## src/rtl/instr_fetch_unit_pkg.sv

```systemverilog
// Shared types and constants for the instruction fetch unit.
package instr_fetch_unit_pkg;

  localparam int unsigned WORD_W           = 32;
  localparam int unsigned INSTR_BYTES      = 4;
  localparam logic [31:0] RESET_PC_DEFAULT = 32'h0000_3000;

  // Fetch FSM encoding (kept as plain constants for legacy tools).
  localparam logic [1:0] StIdle  = 2'd0;
  localparam logic [1:0] StRun   = 2'd1;
  localparam logic [1:0] StFlush = 2'd2;

  // One prefetch buffer entry: instruction word plus the PC it was fetched from.
  typedef struct packed {
    logic [WORD_W-1:0] data;
    logic [WORD_W-1:0] pc;
  } fetch_entry_t;

  function automatic logic [WORD_W-1:0] word_align(input logic [WORD_W-1:0] addr);
    return {addr[WORD_W-1:2], 2'b00};
  endfunction

endpackage

```

## src/rtl/instr_fetch_unit_if.sv

```systemverilog
// Instruction memory request/response and decode-side handshake bundle.
interface instr_fetch_unit_if;
  import instr_fetch_unit_pkg::*;

  logic              imem_req_valid;
  logic [WORD_W-1:0] imem_req_addr;
  logic              imem_req_ready;
  logic              imem_rsp_valid;
  logic [WORD_W-1:0] imem_rsp_data;
  logic              instr_valid;
  logic [WORD_W-1:0] instr_out;
  logic [WORD_W-1:0] instr_pc;
  logic              instr_ready;

  // Fetch unit side.
  modport master (
    output imem_req_valid, imem_req_addr, instr_valid, instr_out, instr_pc,
    input  imem_req_ready, imem_rsp_valid, imem_rsp_data, instr_ready
  );

  // Memory / decode side.
  modport slave (
    input  imem_req_valid, imem_req_addr, instr_valid, instr_out, instr_pc,
    output imem_req_ready, imem_rsp_valid, imem_rsp_data, instr_ready
  );

endinterface

```

## src/rtl/instr_fetch_unit_fifo.sv

```systemverilog
// Synchronous prefetch FIFO with push/pop/flush; head reads as zero when empty.
module instr_fetch_unit_fifo #(
  parameter int unsigned DEPTH = 4,
  parameter int unsigned WIDTH = 64
) (
  input  logic                     clk,
  input  logic                     rst_n,
  input  logic                     push,
  input  logic                     pop,
  input  logic                     flush,
  input  logic [WIDTH-1:0]         wdata,
  output logic [WIDTH-1:0]         rdata,
  output logic [$clog2(DEPTH):0]   count,
  output logic                     full,
  output logic                     empty
);

  localparam int unsigned AW = $clog2(DEPTH);

  logic [WIDTH-1:0]  mem_q [DEPTH];
  logic [AW-1:0]     wr_ptr_q, rd_ptr_q;
  logic [AW:0]       count_q;
  logic              pop_en, push_en;

  assign empty   = (count_q == '0);
  assign full    = (count_q == (AW+1)'(DEPTH));
  assign count   = count_q;
  assign pop_en  = pop && !empty;
  // A full FIFO may still accept when the head leaves in the same cycle.
  assign push_en = push && (!full || pop_en);
  assign rdata   = empty ? '0 : mem_q[rd_ptr_q];

  // Pointer and occupancy tracking.
  always_ff @(posedge clk or negedge rst_n) begin
    if (!rst_n) begin
      wr_ptr_q <= '0;
      rd_ptr_q <= '0;
      count_q  <= '0;
    end else if (flush) begin
      wr_ptr_q <= '0;
      rd_ptr_q <= '0;
      count_q  <= '0;
    end else begin
      if (push_en) wr_ptr_q <= wr_ptr_q + 1'b1;
      if (pop_en)  rd_ptr_q <= rd_ptr_q + 1'b1;
      count_q <= count_q + (AW+1)'(push_en) - (AW+1)'(pop_en);
    end
  end

  // Storage array; contents need no reset since reads are gated by empty.
  always_ff @(posedge clk) begin
    if (push_en && !flush) mem_q[wr_ptr_q] <= wdata;
  end

  // Overflow means the upstream credit logic is broken.
  assert property (@(posedge clk) disable iff (!rst_n) !(push && full && !pop_en && !flush));

endmodule

```

## src/rtl/instr_fetch_unit.sv

```systemverilog
// Fetch stage: PC, imem request issue with credit control, in-order response
// tracking, stale-response dropping on redirect, prefetch buffer toward decode.
// Optional build macro IFETCH_STALL_CNT_EN adds stall_cnt / flush_cnt outputs.
module instr_fetch_unit
  import instr_fetch_unit_pkg::*;
#(
  parameter logic [31:0] RESET_PC   = RESET_PC_DEFAULT,
  parameter int unsigned FIFO_DEPTH = 4,
  parameter int unsigned MAX_OUTST  = 2
) (
  input  logic              clk,
  input  logic              rst_n,
  input  logic              fetch_en,
  input  logic              redirect_valid,
  input  logic [WORD_W-1:0] redirect_pc,
  instr_fetch_unit_if.master bus
`ifdef IFETCH_STALL_CNT_EN
  ,
  output logic [31:0]       stall_cnt,
  output logic [15:0]       flush_cnt
`endif
);

  localparam int unsigned OW = $clog2(MAX_OUTST + 1);
  localparam int unsigned CW = $clog2(FIFO_DEPTH) + 1;

  logic [1:0]        state_q, state_d;
  logic [WORD_W-1:0] pc_q, pc_d;
  logic [WORD_W-1:0] rsp_pc_q, rsp_pc_d;
  logic [OW-1:0]     outst_q, outst_d;
  logic [OW-1:0]     drop_q, drop_d;

  logic              credit_ok, req_valid, req_fire, rsp;
  logic              fifo_push, fifo_pop, fifo_full, fifo_empty;
  logic [CW-1:0]     fifo_count;
  fetch_entry_t      fifo_wdata, fifo_rdata;

  // Request issue: only in RUN with buffer credit and never during a redirect.
  always_comb begin
    credit_ok = ((32'(fifo_count) + 32'(outst_q)) < FIFO_DEPTH) &&
                (32'(outst_q) < MAX_OUTST) && !fifo_full;
    req_valid = (state_q == StRun) && credit_ok && !redirect_valid;
    req_fire  = req_valid && bus.imem_req_ready;
    rsp       = bus.imem_rsp_valid;
    // Responses are in order, so a surviving response always belongs to rsp_pc_q.
    fifo_push = rsp && !redirect_valid && (drop_q == '0);
    fifo_pop  = !fifo_empty && bus.instr_ready && !redirect_valid;
    fifo_wdata = '{data: bus.imem_rsp_data, pc: rsp_pc_q};
  end

  assign bus.imem_req_valid = req_valid;
  assign bus.imem_req_addr  = pc_q;
  assign bus.instr_valid    = !fifo_empty;
  assign bus.instr_out      = fifo_rdata.data;
  assign bus.instr_pc       = fifo_rdata.pc;

  // Next-state for PC, response PC, in-flight and drop counters, FSM.
  always_comb begin
    pc_d     = pc_q;
    rsp_pc_d = rsp_pc_q;
    outst_d  = outst_q + OW'(req_fire) - OW'(rsp);
    drop_d   = drop_q;
    state_d  = state_q;

    if (redirect_valid) begin
      pc_d     = word_align(redirect_pc);
      rsp_pc_d = word_align(redirect_pc);
      // Everything still in flight is stale; a response arriving now is dropped directly.
      drop_d   = outst_q - OW'(rsp);
    end else begin
      if (req_fire)          pc_d     = pc_q + WORD_W'(INSTR_BYTES);
      if (fifo_push)         rsp_pc_d = rsp_pc_q + WORD_W'(INSTR_BYTES);
      if (rsp && drop_q != '0) drop_d = drop_q - 1'b1;
    end

    unique case (state_q)
      StIdle:  if (fetch_en) state_d = StRun;
      StRun:   if (!fetch_en) state_d = StIdle;
      StFlush: if (drop_q == '0) state_d = fetch_en ? StRun : StIdle;
      default: state_d = StIdle;
    endcase

    if (redirect_valid) begin
      state_d = (drop_d != '0) ? StFlush : (fetch_en ? StRun : StIdle);
    end
  end

  // State registers.
  always_ff @(posedge clk or negedge rst_n) begin
    if (!rst_n) begin
      state_q  <= StIdle;
      pc_q     <= RESET_PC;
      rsp_pc_q <= RESET_PC;
      outst_q  <= '0;
      drop_q   <= '0;
    end else begin
      state_q  <= state_d;
      pc_q     <= pc_d;
      rsp_pc_q <= rsp_pc_d;
      outst_q  <= outst_d;
      drop_q   <= drop_d;
    end
  end

  instr_fetch_unit_fifo #(
    .DEPTH (FIFO_DEPTH),
    .WIDTH ($bits(fetch_entry_t))
  ) u_fifo (
    .clk   (clk),
    .rst_n (rst_n),
    .push  (fifo_push),
    .pop   (fifo_pop),
    .flush (redirect_valid),
    .wdata (fifo_wdata),
    .rdata (fifo_rdata),
    .count (fifo_count),
    .full  (fifo_full),
    .empty (fifo_empty)
  );

`ifdef IFETCH_STALL_CNT_EN
  logic [31:0] stall_cnt_q;
  logic [15:0] flush_cnt_q;

  // Saturating counters: starved-decode cycles while running, and redirects taken.
  always_ff @(posedge clk or negedge rst_n) begin
    if (!rst_n) begin
      stall_cnt_q <= '0;
      flush_cnt_q <= '0;
    end else begin
      if (state_q == StRun && fifo_empty && stall_cnt_q != '1) stall_cnt_q <= stall_cnt_q + 1'b1;
      if (redirect_valid && flush_cnt_q != '1)                 flush_cnt_q <= flush_cnt_q + 1'b1;
    end
  end

  assign stall_cnt = stall_cnt_q;
  assign flush_cnt = flush_cnt_q;
`endif

endmodule

```

## src/flat_wrapper.sv

```systemverilog
// flat-port wrapper written by rule: the top's interface ports become plain ports
module instr_fetch_unit_flat import instr_fetch_unit_pkg::*;
#(
  parameter logic [31:0] RESET_PC   = RESET_PC_DEFAULT,
  parameter int unsigned FIFO_DEPTH = 4,
  parameter int unsigned MAX_OUTST  = 2
)
  (clk, rst_n, fetch_en, redirect_valid, redirect_pc, bus_imem_req_valid, bus_imem_req_addr, bus_instr_valid, bus_instr_out, bus_instr_pc, bus_imem_req_ready, bus_imem_rsp_valid, bus_imem_rsp_data, bus_instr_ready);
  instr_fetch_unit_if bus_i ();
  input  logic clk;
  input  logic rst_n;
  input  logic fetch_en;
  input  logic redirect_valid;
  input  logic [WORD_W-1:0] redirect_pc;
  output wire logic [$bits(bus_i.imem_req_valid)-1:0] bus_imem_req_valid;
  output wire logic [$bits(bus_i.imem_req_addr)-1:0] bus_imem_req_addr;
  output wire logic [$bits(bus_i.instr_valid)-1:0] bus_instr_valid;
  output wire logic [$bits(bus_i.instr_out)-1:0] bus_instr_out;
  output wire logic [$bits(bus_i.instr_pc)-1:0] bus_instr_pc;
  input wire logic [$bits(bus_i.imem_req_ready)-1:0] bus_imem_req_ready;
  input wire logic [$bits(bus_i.imem_rsp_valid)-1:0] bus_imem_rsp_valid;
  input wire logic [$bits(bus_i.imem_rsp_data)-1:0] bus_imem_rsp_data;
  input wire logic [$bits(bus_i.instr_ready)-1:0] bus_instr_ready;
  assign bus_imem_req_valid = bus_i.imem_req_valid;
  assign bus_imem_req_addr = bus_i.imem_req_addr;
  assign bus_instr_valid = bus_i.instr_valid;
  assign bus_instr_out = bus_i.instr_out;
  assign bus_instr_pc = bus_i.instr_pc;
  assign bus_i.imem_req_ready = bus_imem_req_ready;
  assign bus_i.imem_rsp_valid = bus_imem_rsp_valid;
  assign bus_i.imem_rsp_data = bus_imem_rsp_data;
  assign bus_i.instr_ready = bus_instr_ready;
  instr_fetch_unit #(.RESET_PC(RESET_PC), .FIFO_DEPTH(FIFO_DEPTH), .MAX_OUTST(MAX_OUTST)) u_core (.clk(clk), .rst_n(rst_n), .fetch_en(fetch_en), .redirect_valid(redirect_valid), .redirect_pc(redirect_pc), .bus(bus_i));
endmodule
```

## config.mk

```make
export PLATFORM = sky130hd
export DESIGN_NAME = instr_fetch_unit_flat
export DESIGN_NICKNAME = d
export VERILOG_FILES = /design/src/rtl/instr_fetch_unit_pkg.sv /design/src/rtl/instr_fetch_unit_if.sv /design/src/rtl/instr_fetch_unit_fifo.sv /design/src/rtl/instr_fetch_unit.sv /design/src/flat_wrapper.sv
export SDC_FILE = /design/constraint.sdc
export NUM_CORES = 1
export LEC_CHECK = 0
export ABC_CLOCK_PERIOD_IN_PS = 4400
export BUFFER_PORTS_ARGS = -buffer_cell sky130_fd_sc_hd__buf_4
export CORE_UTILIZATION = 40
export DETAILED_ROUTE_END_ITERATION = 7
export GPL_ROUTABILITY_DRIVEN = 1
export PLACE_DENSITY = 0.6
export SLEW_MARGIN = 15
export SYNTH_ARGS = -nofsm -noshare
export SYNTH_HDL_FRONTEND = slang
export SYNTH_SLANG_ARGS = --single-unit
export TNS_END_PERCENT = 1
```

## constraint.sdc

```tcl
create_clock -name clk -period 4.4 [get_ports clk]
set_input_delay 0.22 -clock clk [delete_from_list [all_inputs] [get_ports clk]]
set_output_delay 0.22 -clock clk [all_outputs]
set_load 0.01 [all_outputs]
```

[After elaboration in Yosys (flattened, before gate mapping)]
Memories as Yosys holds them, arrays and structs flattened.
Cells that the tools add are included.
Operators by class
  $add $sub $neg: 11
  order comparisons: 2
  equal/unequal tests: 6
  muxes and demuxes: 21
  reduce and logical (&&, ||, !) cells: 27
Operators with widths (number)
  32-bit two-way mux: 4
  32-bit by 3-bit adder with 32-bit output (second input constant): 2
  64-bit two-way mux: 1
  32-bit by 3-bit less-than comparator with 1-bit output (second input constant): 1
  2-bit two-way mux: 11
  1-bit logical AND: 13
  2-bit nonzero test: 6
  3-bit inequality test (second input constant): 2
  2-bit one-hot mux with 3 select lines: 1
  2-bit by 1-bit adder with 2-bit output (second input constant): 2
  3-bit by 2-bit adder with 4-bit output: 1
  2-bit logical NOT: 2
  2-bit by 1-bit subtractor with 2-bit output: 2
  3-bit by 1-bit adder with 3-bit output: 1
  3-bit equality test (second input constant): 1
  1-bit logical NOT: 3
  3-bit logical NOT: 1
  1-bit two-way mux: 3
  3-bit two-way mux: 1
  3-bit by 2-bit inequality test with 1-bit output (second input constant): 1
  3-bit AND reduction: 1
  3-bit by 1-bit subtractor with 3-bit output: 1
  2-bit by 1-bit adder with 2-bit output: 1
  2-bit by 1-bit equality test with 1-bit output (second input constant): 1
  4 further kinds: 4
Storage, ports and cells
  flip-flop bits (word level): 77
  bits in writable memories: 256
  bits of input ports: 71
  output and inout bits: 98
  logic and storage cells: 76
  memories kept: 1
Memories
  u_core.u_fifo.mem_q: depth 4, width 64, read ports 1, clocked after memory_dff 0, write ports 1, line instr_fetch_unit_fifo.sv:20  | logic [WIDTH-1:0] mem_q [DEPTH];

[Depth between registers and ports, before layout]
Gate-level depths: netlist of the first run.
  depth after elaboration: 10
  depth in mapped cells: 14
  depth with buffers taken out: 13

[By module]
Synthesis of the first run repeated with hierarchy kept, for this count alone.
Second synthesis, totals
  cells, all modules: 852
  area, all modules: 13989.7 µm²
Modules (own cells, without submodules)
  instr_fetch_unit_fifo: instances 1, cells each 451, area an instance 10122.2 µm², sequential area each 7862.5 µm²
  instr_fetch_unit: instances 1, cells each 401, area an instance 3867.5 µm², sequential area each 1656.6 µm²

[Worst setup path after synthesis of the first run]
OpenSTA, ideal clock, no wires.
  path kind: reg-to-reg
  start point: register u_core.drop_q[0]
  end point: memory u_core.u_fifo.mem_q[0][10], enable pin
  setup time: 0.426 ns
  arrival: 2.770 ns
  data required time: 3.974 ns
  path slack: 1.204 ns
  cell stages (with the launch flop): 7
  buffers on the path: 1
  clock period less this slack: 3.196 ns
  cell sequence: dfrtp_1 > inv_1 > ha_1 > clkbuf_1 > nand2_1 > nor3_1 > and2_1
Between the ends
  cells in the longest elaborated chain, start to end: 6
Ends and longest elaborated chain
  start, declared: line instr_fetch_unit.sv:31  | logic [OW-1:0] drop_q, drop_d;
  start signal, assigned: line instr_fetch_unit.sv:101  | drop_q <= drop_d;
  2-bit logical NOT: line instr_fetch_unit.sv:46  | fifo_push = rsp && !redirect_valid && (drop_q == '0);
  1-bit logical AND: line instr_fetch_unit.sv:46
  1-bit logical AND: line instr_fetch_unit_fifo.sv:30  | assign push_en = push && (!full || pop_en);
  1-bit logical AND: line instr_fetch_unit_fifo.sv:52  | if (push_en && !flush) mem_q[wr_ptr_q] <= wdata;
  1-bit two-way mux: line instr_fetch_unit_fifo.sv:52
  1-bit two-way mux (not written as such): line instr_fetch_unit_fifo.sv:52
  end, declared: line instr_fetch_unit_fifo.sv:20
Every way passes these cells.

[Final worst setup path of the first run]
  start point: register u_core.u_fifo.count_q[1] (netlist: u_core.u_fifo.count[1])
  end point: register u_core.pc_q[21] (netlist: u_core.bus.imem_req_addr[21])
Between the ends
  cells in the longest elaborated chain, start to end: 8
  elaborated cells on any way between the ends: 10
  classes of those cells: add/sub: 1; order compare: 1; eq/ne: 1; reduce/logical: 7
Ends and longest elaborated chain
  start, declared: line instr_fetch_unit_fifo.sv:22  | logic [AW:0] count_q;
  start signal, assigned: line instr_fetch_unit_fifo.sv:46  | count_q <= count_q + (AW+1)'(push_en) - (AW+1)'(pop_en);
  3-bit by 2-bit adder with 4-bit output: line instr_fetch_unit.sv:40  | credit_ok = ((32'(fifo_count) + 32'(outst_q)) < FIFO_DEPTH) &&
  32-bit by 3-bit less-than comparator with 1-bit output: line instr_fetch_unit.sv:40
  1-bit logical AND: line instr_fetch_unit.sv:40
  1-bit logical AND (*): line instr_fetch_unit.sv:41  | (32'(outst_q) < MAX_OUTST) && !fifo_full;
  1-bit logical AND (*) (2 in a row): line instr_fetch_unit.sv:42  | req_valid = (state_q == StRun) && credit_ok && !redirect_valid;
  1-bit logical AND (*): line instr_fetch_unit.sv:43  | req_fire = req_valid && bus.imem_req_ready;
  2-bit nonzero test (no source line) (*)
  end signal, assigned: line instr_fetch_unit.sv:98  | pc_q <= pc_d;
  end, declared: line instr_fetch_unit.sv:28  | logic [WORD_W-1:0] pc_q, pc_d;
Every way passes the cells marked *; elsewhere a longest branch is shown, timed or not.
A chain may end at the register's enable or synchronous reset.

==> flow_summary.toml, run 1 <==
[finish]
finalNonFillerCells = 1527
layout_commonest_cell = "edfxtp_1"
final_area_sq_um = 16900
insertedDiodeCount = 0
finalNetCount = 1143
fillers = 2798
drive_gt1_share_pct = 30.6
mostFrequentLayoutCells = "edfxtp_1 (248), buf_4 (174), dfrtp_1 (67), and2_1 (66), mux4_2 (62)"
area_growth_pct = 25.4

[sta]
tns_ps = 0
max_slew_margin_pct = 39.5
rsz0062_at_grt = "no"
period_share_pct = 69.1
fmax_mhz = 329
finalHoldViolations = 0
setup_viol = 0
worst_pin_slew_ps = 907
final_max_slew_viol_count = 0
finalClockSkew_ps = 13.6
post-route-min-period_ps = 3040

[place]
dp.cells = 1403
io_buffers = 162
dp_hpwl_mm = 18.1
gp_congestion = 0.803
postPlaceCellArea_sq_um = 15200

[hold_path]
hold_class = "in2reg"
whs_path_depth = 3

[synthesis]
avgSynthCellArea_sq_um = 16.4
ys_warn_count = 0
syn_area_sq_um = 13500
synth_cell_types = 51
ys.flop_type = "edfxtp_1"
async_flop_share_pct = 22.7
synth-seq-cells = 321
yosysSeqAreaShare_pct = 68.7
syn_inst = 823
synth-edff-count = 248

[routing]
drc = 0
drt-wirelength-per-cell_um = 18.9
routed_via_density = 5.14
ant_nets = 0
dr.pass1.iters = 4
drt-initial-drc-count = 502
wl_mm = 28.9
routed-via-count = 7847

[clock_network]
cts_buffers = 35
clockBufferDepth = 3
path_clk_slew_ps = 60
clockRootBuffer = "clkbuf_16"
insertion_delay_ps = 510
htreeDepth = 2
cts_tree = "done"
cts_hold_repair.buffers = 61
numClockSinks = 321
post_cts_resized = 0
postCtsSetupRepairBufs = 0

[worst_setup_path]
cp.required_ps = 4750
crit_arrival_ps = 3390
crit_fanout = 23
worstRegToRegCells = 7
critPathLaunchType = "register"
cp-end-kind = "register"
crit_type = "reg2reg"

[power_and_ir_drop]
pwr_density_cell_nw_per_um2 = 502
vdd_drop_max_v = 0.000261
leakage_nw = 6.07
p_total_mw = 8.49

[global_routing]
grtUsageTotal_pct = 17.3
grt_pass1_vias = 8007
antenna_found_initial = 0
grt_max_degree = 66
grt.overflow.total = 0
grt_first_pass_wirelength_mm = 45.2

[run]
max-cap-violations = 0

[die]
start_util_pct = 41.1
fp.dieW_um = 186
num_rows = 66
coreArea_sq_um = 32900
dieArea_sq_um = 34500
dieHeight_um = 186
io_pins = 169

[run_status]
status = "finished, final reports clean"
[state kept, by name, summed over array words and instances, names as in the netlist]
name,cells
u_core.rsp_pc_q,30
u_core.drop_q,2
u_core.state_q,2
u_core.outst_q,2
u_core.u_fifo.mem_q,248
u_core.bus.imem_req_addr,30
u_core.u_fifo.rd_ptr_q,2
u_core.u_fifo.count,3
u_core.u_fifo.wr_ptr_q,2
[metal layers]
metal | track usage [%] | vias up | wire [um]
met5 | 0 | - | 0
met4 | 4.33 | 0 | 389
met3 | 3.13 | 33 | 1740
met2 | 27.0 | 245 | 13100
met1 | 24.9 | 3932 | 13600
li1 | - | 3637 | -
[report_power, final]
| group | total, mW | internal (mW) | switching, mW |
|---|---|---|---|
| registers | 3.76 | 3.50 | 0.264 |
| clock network | 2.72 | 1.57 | 1.14 |
| logic | 2.01 | 1.08 | 0.929 |
[layout make-up]
type                            instances  area [sq um]  share of cell area, %
Inverter                               15          61.3                  0.362
Timing Repair Buffer                  238          1980                   11.7
Sequential cell                       321          9280                   54.9
Tap cell                              442           553                   3.27
Clock inverter                         15          81.3                  0.481
Clock buffer                           48           987                   5.83
Multi-Input combinational cell        448          3980                   23.5
[logic make-up after synthesis]
kind of cell	synth area share, %
AO/OA/AOI/OAI	2.49
XOR/XNOR	3.18
adder cells (fa/ha/maj)	1.26
buffers and inverters	1.96
flip-flops	68.7
multiplexers	12.9
other	0.0278
AND/OR/NAND/NOR	9.49
[synthesized netlist by cell type, drive strengths merged, types with 2 or more instances]
cell / instances / area share (%)
mux2i: 2 / 0.15
nand4: 29 / 1.4
a31oi: 2 / 0.093
nand3: 27 / 1.0
nor4: 4 / 0.19
nor2: 22 / 0.61
a21oi: 8 / 0.30
nor2b: 2 / 0.093
mux2: 28 / 2.4
edfxtp: 248 / 55
mux4: 62 / 10
and4: 4 / 0.26
nor3: 8 / 0.30
o211ai: 10 / 0.56
dfstp: 4 / 0.78
clkinv: 2 / 0.093
inv: 13 / 0.36
o31ai: 2 / 0.11
and2: 70 / 3.2
dfrtp: 69 / 13
o21ai: 25 / 0.93
clkbuf: 27 / 0.75
and3: 7 / 0.32
o311ai: 4 / 0.26
or3: 3 / 0.14
ha: 12 / 1.1
xor2: 23 / 1.5
or4: 2 / 0.11
buf: 15 / 0.75
xnor2: 26 / 1.7
nand2: 50 / 1.4
[through the flow]
step | hold slack (ps) | util [%] | worst slack [ps]
6_report | 25.0 | 51.5 | 1360
5_1_grt | 50.3 | 51.5 | 1040
4_1_cts | 3.02 | 51.5 | 1290
3_5_place_dp | 188 | 46.4 | 1350
3_3_place_gp | 195 | 46.4 | 1360
2_1_floorplan | -75.6 | - | 1200
[worst paths after layout]
check                                       start                      endpoint  slack, ps
max in group asynchronous                   rst_n     u_core.u_fifo.rd_ptr_q[0]       3240
min in group asynchronous                   rst_n   u_core.bus.imem_req_addr[9]        180
setup reg to reg           u_core.u_fifo.count[1]  u_core.bus.imem_req_addr[21]       1360
hold / removal                    redirect_pc[23]           u_core.rsp_pc_q[23]         20
hold reg to reg                 u_core.state_q[0]             u_core.state_q[1]        500
setup / recovery           u_core.u_fifo.count[1]  u_core.bus.imem_req_addr[21]       1360
[worst max-delay path: stages (launching register included)]
cell	delay, ps
dfrtp_1	460
ha_1	230
or4b_1	480
or4_1	840
clkinv_4	310
nor2_1	190
o21ai_0	210
o311ai_0	150
(Power assumes the default switching activity.)
==> inputs of run 2 (changes only) <==
Settings changed: ABC_CLOCK_PERIOD_IN_PS 4400 to 2500, PLACE_DENSITY 0.6 to 0.62.
Clock period 4.4 ns to 2.5 ns, I/O delays scaled along.
==> run 2 against run 1 <==
Compared with the run above:
- worst setup slack got worse by 1300 ps
- fmax rose by 26%
- clock power rose by 84%
- sequential cell count stayed put
- critical path type unchanged
- via count up 1.0%
- non-clock buffer count is 34 higher
- critical endpoint is now u_core.bus.imem_req_addr[29]
- register-to-register slack got worse by 1300 ps
==> flow_summary.toml, run 2 (same netlist as run 1, synthesis figures left out) <==
[die]
num_rows = 66
io_pins = 169
start_util_pct = 41.1
dieArea_sq_um = 34500
fp.dieW_um = 186
coreArea_sq_um = 32900
dieHeight_um = 186

[worst_setup_path]
crit_type = "reg2reg"
cpPeakStageDelay_ps = 480
cp.required_ps = 2890
path_buf_inv = 2
crit_fanout = 9
worst_path_max_delay_cell = "or4b_4"
cp-end-kind = "register"
critPathLaunchType = "register"
crit_arrival_ps = 2800
critical_path.top_delay_family = "simple AND/OR/NAND/NOR gates"
path_cells = "ha_2 -> or4b_4 -> or4_4 -> buf_12 -> clkinv_8 -> nand4_1 -> xnor2_1 -> mux2_2"

[sta]
finalClockSkew_ps = 15.3
finalHoldViolations = 0
worst_pin_slew_ps = 636
post-route-min-period_ps = 2410
period_share_pct = 96.3
tns_ps = 0
max_slew_margin_pct = 57.6
fmax_mhz = 416
setup_viol = 0
rsz0062_at_grt = "no"
final_max_slew_viol_count = 0

[finish]
area_growth_pct = 28.8
final_area_sq_um = 17400
layout_commonest_cell = "edfxtp_1"
fillers = 2789
insertedDiodeCount = 0
finalNetCount = 1178
finalNonFillerCells = 1560
largest_reg_flops = 248
regMostFlops = "u_core.u_fifo.mem_q"
mostFrequentLayoutCells = "edfxtp_1 (248), buf_4 (196), dfrtp_1 (67), and2_1 (66), dlygate4sd3_1 (66)"
drive_gt1_share_pct = 33.2

[routing]
drt-wirelength-per-cell_um = 18.8
routed_via_density = 5.08
drt-initial-drc-count = 461
drc = 0
ant_nets = 0
dr.pass1.iters = 5
wl_mm = 29.3
routed-via-count = 7928

[place]
dp.cells = 1426
postPlaceCellArea_sq_um = 15500
io_buffers = 162
dp_hpwl_mm = 18.7
gp_congestion = 0.825

[global_routing]
grt.busiest_layer = "met2"
use_met1_pct = 24.2
antenna_found_initial = 0
grt_first_pass_wirelength_mm = 45.8
grt.met3_usage_pct = 2.97
grt_max_degree = 65
met2_usage_pct = 28.8
grt.overflow.total = 0
grt_pass1_vias = 8265
grtUsageTotal_pct = 17.5

[clock_network]
path_clk_slew_ps = 60
clockBufferDepth = 3
cts_tree = "done"
cts_buffers = 35
htreeDepth = 2
clockRootBuffer = "clkbuf_16"
insertion_delay_ps = 510
numClockSinks = 321

[power_and_ir_drop]
vdd_drop_max_v = 0.000417
leakage_nw = 6.32
pwr_density_cell_nw_per_um2 = 889

[run]
max-cap-violations = 0

[hold_path]
hold_class = "in2reg"

[run_status]
status = "finished, final reports clean"
[run 2: cell types whose count changed in the layout (fill, tap and decap cells not counted), moves of 3 or more]
cell,change
clkinvlp_4,-4
bufinv_16,+3
buf_12,+7
buf_4,+22
dlygate4sd3_1,+5
nor3_2,+3
nor3_1,-4
[run 2: worst reg2reg max path, stage by stage, from the launching register on]
cell	delay [ps]
dfrtp_1	420
ha_2	200
or4b_4	490
or4_4	440
buf_12	170
clkinv_8	80
nand4_1	110
xnor2_1	150
mux2_2	260
[run 2: power by group]
| part | internal [mW] | switching, mW |
|---|---|---|
| clock network | 3.04 | 1.96 |
| logic | 2.12 | 1.85 |
| registers | 6.16 | 0.336 |
[run 2: final timing paths]
check	from	end	slack (ps)	depth (start not counted)
hold reg to reg	u_core.state_q[0]	u_core.state_q[1]	490	1
min in group asynchronous	rst_n	u_core.bus.imem_req_addr[16]	170	2
setup / recovery	u_core.u_fifo.count[1]	u_core.bus.imem_req_addr[29]	90	8
setup reg to reg	u_core.u_fifo.count[1]	u_core.bus.imem_req_addr[29]	90	8
max in group asynchronous	rst_n	u_core.rsp_pc_q[12]	1690	3
hold / removal	bus_imem_rsp_valid	u_core.drop_q[0]	100	3
[run 2: metal layers]
layer / vias up / routed length, um
met1: 3976 / 13600
li1: 3702 / -
met4: 0 / 494
met2: 207 / 13800
met5: - / 0
met3: 43 / 1480
[run 2: cell type report]
class | count | area (sq um) | share of cell area, %
Sequential cell | 321 | 9280 | 53.4
Clock buffer | 47 | 973 | 5.60
Timing Repair Buffer | 272 | 2330 | 13.4
Inverter | 15 | 68.8 | 0.396
Multi-Input combinational cell | 448 | 4030 | 23.2
Clock inverter | 14 | 143 | 0.820
Tap cell | 442 | 553 | 3.18
Timing Repair inverter | 1 | 8.76 | 0.0504
[run 2: what timing repair did]
item / in CTS / in global routing
setup buffers: 5 / 1
resized for setup: 3 / 12
cloned: 0 / 1
hold buffers: 65 / 1
hold endpoints to repair: 233 / 1
setup endpoints to repair: 21 / 19
pin swaps: 1 / 0
[run 2: through the flow]
| stage | hold WS [ps] | util, % | worst slack (ps) | total power [mW] |
|---|---|---|---|---|
| after floorplan | -171 | - | -0.711 | 8.68 |
| after global placement | 183 | 47.2 | -11.6 | 10.4 |
| after detailed placement | 183 | 47.2 | -60.4 | 10.5 |
| after CTS | 13.6 | 52.7 | 18.8 | 15.7 |
| after global routing | 145 | 52.9 | 1.88 | 16.2 |
| final | 98.9 | 52.9 | 93.4 | 15.5 |
==> inputs of run 3 (changes only) <==
Settings changed: GPL_TIMING_DRIVEN set to 0.
==> run 3 against run 2 <==
Compared with the run above:
- the flow now finishes with violations (negative setup slack)
- clock skew fell by 5.4 ps
- cell area fell by 0.25%
- worst setup slack got worse by 140 ps
- count of clock-buffer cells in the layout rose by 1
- die area did not move
- register-to-register slack got worse by 140 ps
==> flow_summary.toml, run 3 (same netlist as run 1, synthesis figures left out) <==
[run_status]
status = "complete, but fails checks"
violations = "negative setup slack"

[finish]
multi_input_area_sq_um = 4080
area_growth_pct = 28.5
fillers = 2790
largest_reg_flops = 248
drive_gt1_share_pct = 32.2
mostFrequentLayoutCells = "edfxtp_1 (248), buf_4 (181), and2_1 (66), dlygate4sd3_1 (66), dfrtp_1 (66)"
insertedDiodeCount = 0
register_area_sq_um = 9290
finalNetCount = 1187
regMostFlops = "u_core.u_fifo.mem_q"
layout_commonest_cell = "edfxtp_1"

[routing]
routed_via_density = 5.19
wl_mm = 30.0
dr.pass1.iters = 4
routed-via-count = 8125
drc = 0
drt-initial-drc-count = 409
ant_nets = 0
drt-wirelength-per-cell_um = 19.2

[place]
gp_congestion = 0.855
post-place-ws_ps = -508
io_buffers = 161
dp_hpwl_mm = 19.6

[sta]
worst_pin_slew_ps = 1010
setup_viol = 4
finalHoldViolations = 0
period_share_pct = 102
final_max_slew_viol_count = 0
fmax_mhz = 393
worst_slack_ps = -43.6
max_slew_margin_pct = 32.8
finalClockSkew_ps = 9.96
post-route-min-period_ps = 2540
rsz0062_at_grt = "yes"

[power_and_ir_drop]
vdd_drop_max_v = 0.000439
p_total_mw = 15.3
pwr_density_cell_nw_per_um2 = 883
leakage_nw = 6.26

[clock_network]
numClockSinks = 321
cts_tree = "done"
cts_buffers = 36
htreeDepth = 2
clockBufferDepth = 3
insertion_delay_ps = 500
clockRootBuffer = "clkbuf_16"
path_clk_slew_ps = 60

[worst_setup_path]
crit_arrival_ps = 2930
crit_fanout = 6
critPathLaunchType = "register"
cp.required_ps = 2890
crit_type = "reg2reg"
cp-end-kind = "register"

[die]
fp.dieW_um = 186
start_util_pct = 41.1
num_rows = 66
dieHeight_um = 186
dieArea_sq_um = 34500
io_pins = 169
coreArea_sq_um = 32900

[global_routing]
grt_pass1_vias = 8225
grtUsageTotal_pct = 18.0
grt.overflow.total = 0
grt_max_degree = 74
antenna_found_initial = 0
grt_first_pass_wirelength_mm = 46.5

[hold_path]
hold_class = "in2reg"

[run]
max-cap-violations = 0
run 3: cell count changes in the layout (fill, tap and decap cells not counted), sizes merged:
cell    delta
buf       -15
clkinv     -2
bufinv     -2
clkbuf    +25
run 3: per-stage QoR:
stage               setup TNS [ps]  util [%]  instances  cell area (sq um)  hold WS [ps]
finish                       -84.1      52.8       1566              17300          38.4
global route                 -1340      52.8       1566              17300          70.5
CTS                           -295      52.4       1558              17200          26.9
detailed placement          -38760      46.9       1433              15400           330
global placement           -238660      46.5       1429              15300           327
floorplan                   -0.711         -        826              13500          -171
run 3: final timing paths:
check                                             from  depth (start not counted)  slack, ps                      endpoint
worst max-delay path            u_core.u_fifo.count[2]                          8        -40  u_core.bus.imem_req_addr[30]
worst min-delay path                   bus_instr_ready                          4         40     u_core.u_fifo.rd_ptr_q[1]
worst max register to register  u_core.u_fifo.count[2]                          8        -40  u_core.bus.imem_req_addr[30]
worst min register to register       u_core.state_q[0]                          1        500             u_core.state_q[1]
max in group asynchronous                        rst_n                          2       1400     u_core.u_fifo.rd_ptr_q[0]
min in group asynchronous                        rst_n                          2        310   u_core.bus.imem_req_addr[9]
run 3: worst max-delay path, stage by stage, from the launching register on:
cell and delay, ps:
dfrtp_1 410, buf_4 150, or4b_4 520, or4_4 570, clkinv_4 110, buf_8 120, nand4_1 90, xnor2_1 190
mux2_4 260
run 3: area by class of cell:
class / instances / area share [%]
timing repair buffer: 243 / 12.0
multi-input combinational: 448 / 23.5
clock inverter: 11 / 0.440
clock buffer: 48 / 5.63
inverter: 15 / 0.353
tap: 442 / 3.19
sequential: 321 / 53.5
buffer: 38 / 1.31
run 3: where the power goes:
part           switching (mW)  leakage [nW]  internal, mW
Combinational            1.87          2.64          2.12
Sequential              0.364          3.11          6.17
Clock                    1.97         0.515          2.83
Total                    4.20          6.26          11.1
run 3: what timing repair did:
item,4_1_cts,5_1_grt
endpoints found under the hold margin,259,0
resized for setup,49,18
hold buffers,66,0
pin swaps,4,12
endpoints found under the setup margin,280,60
gates cloned,0,1
buffers inserted,4,7
run 3: per-layer routing:
metal  GRT usage (%)  vias up  routed length [um]
li1                -     3721                   -
met1            25.1     4095               13600
met2            29.0      252               14100
met3            3.11       57                1670
met4            4.92        0                 607
met5               0        -                   0
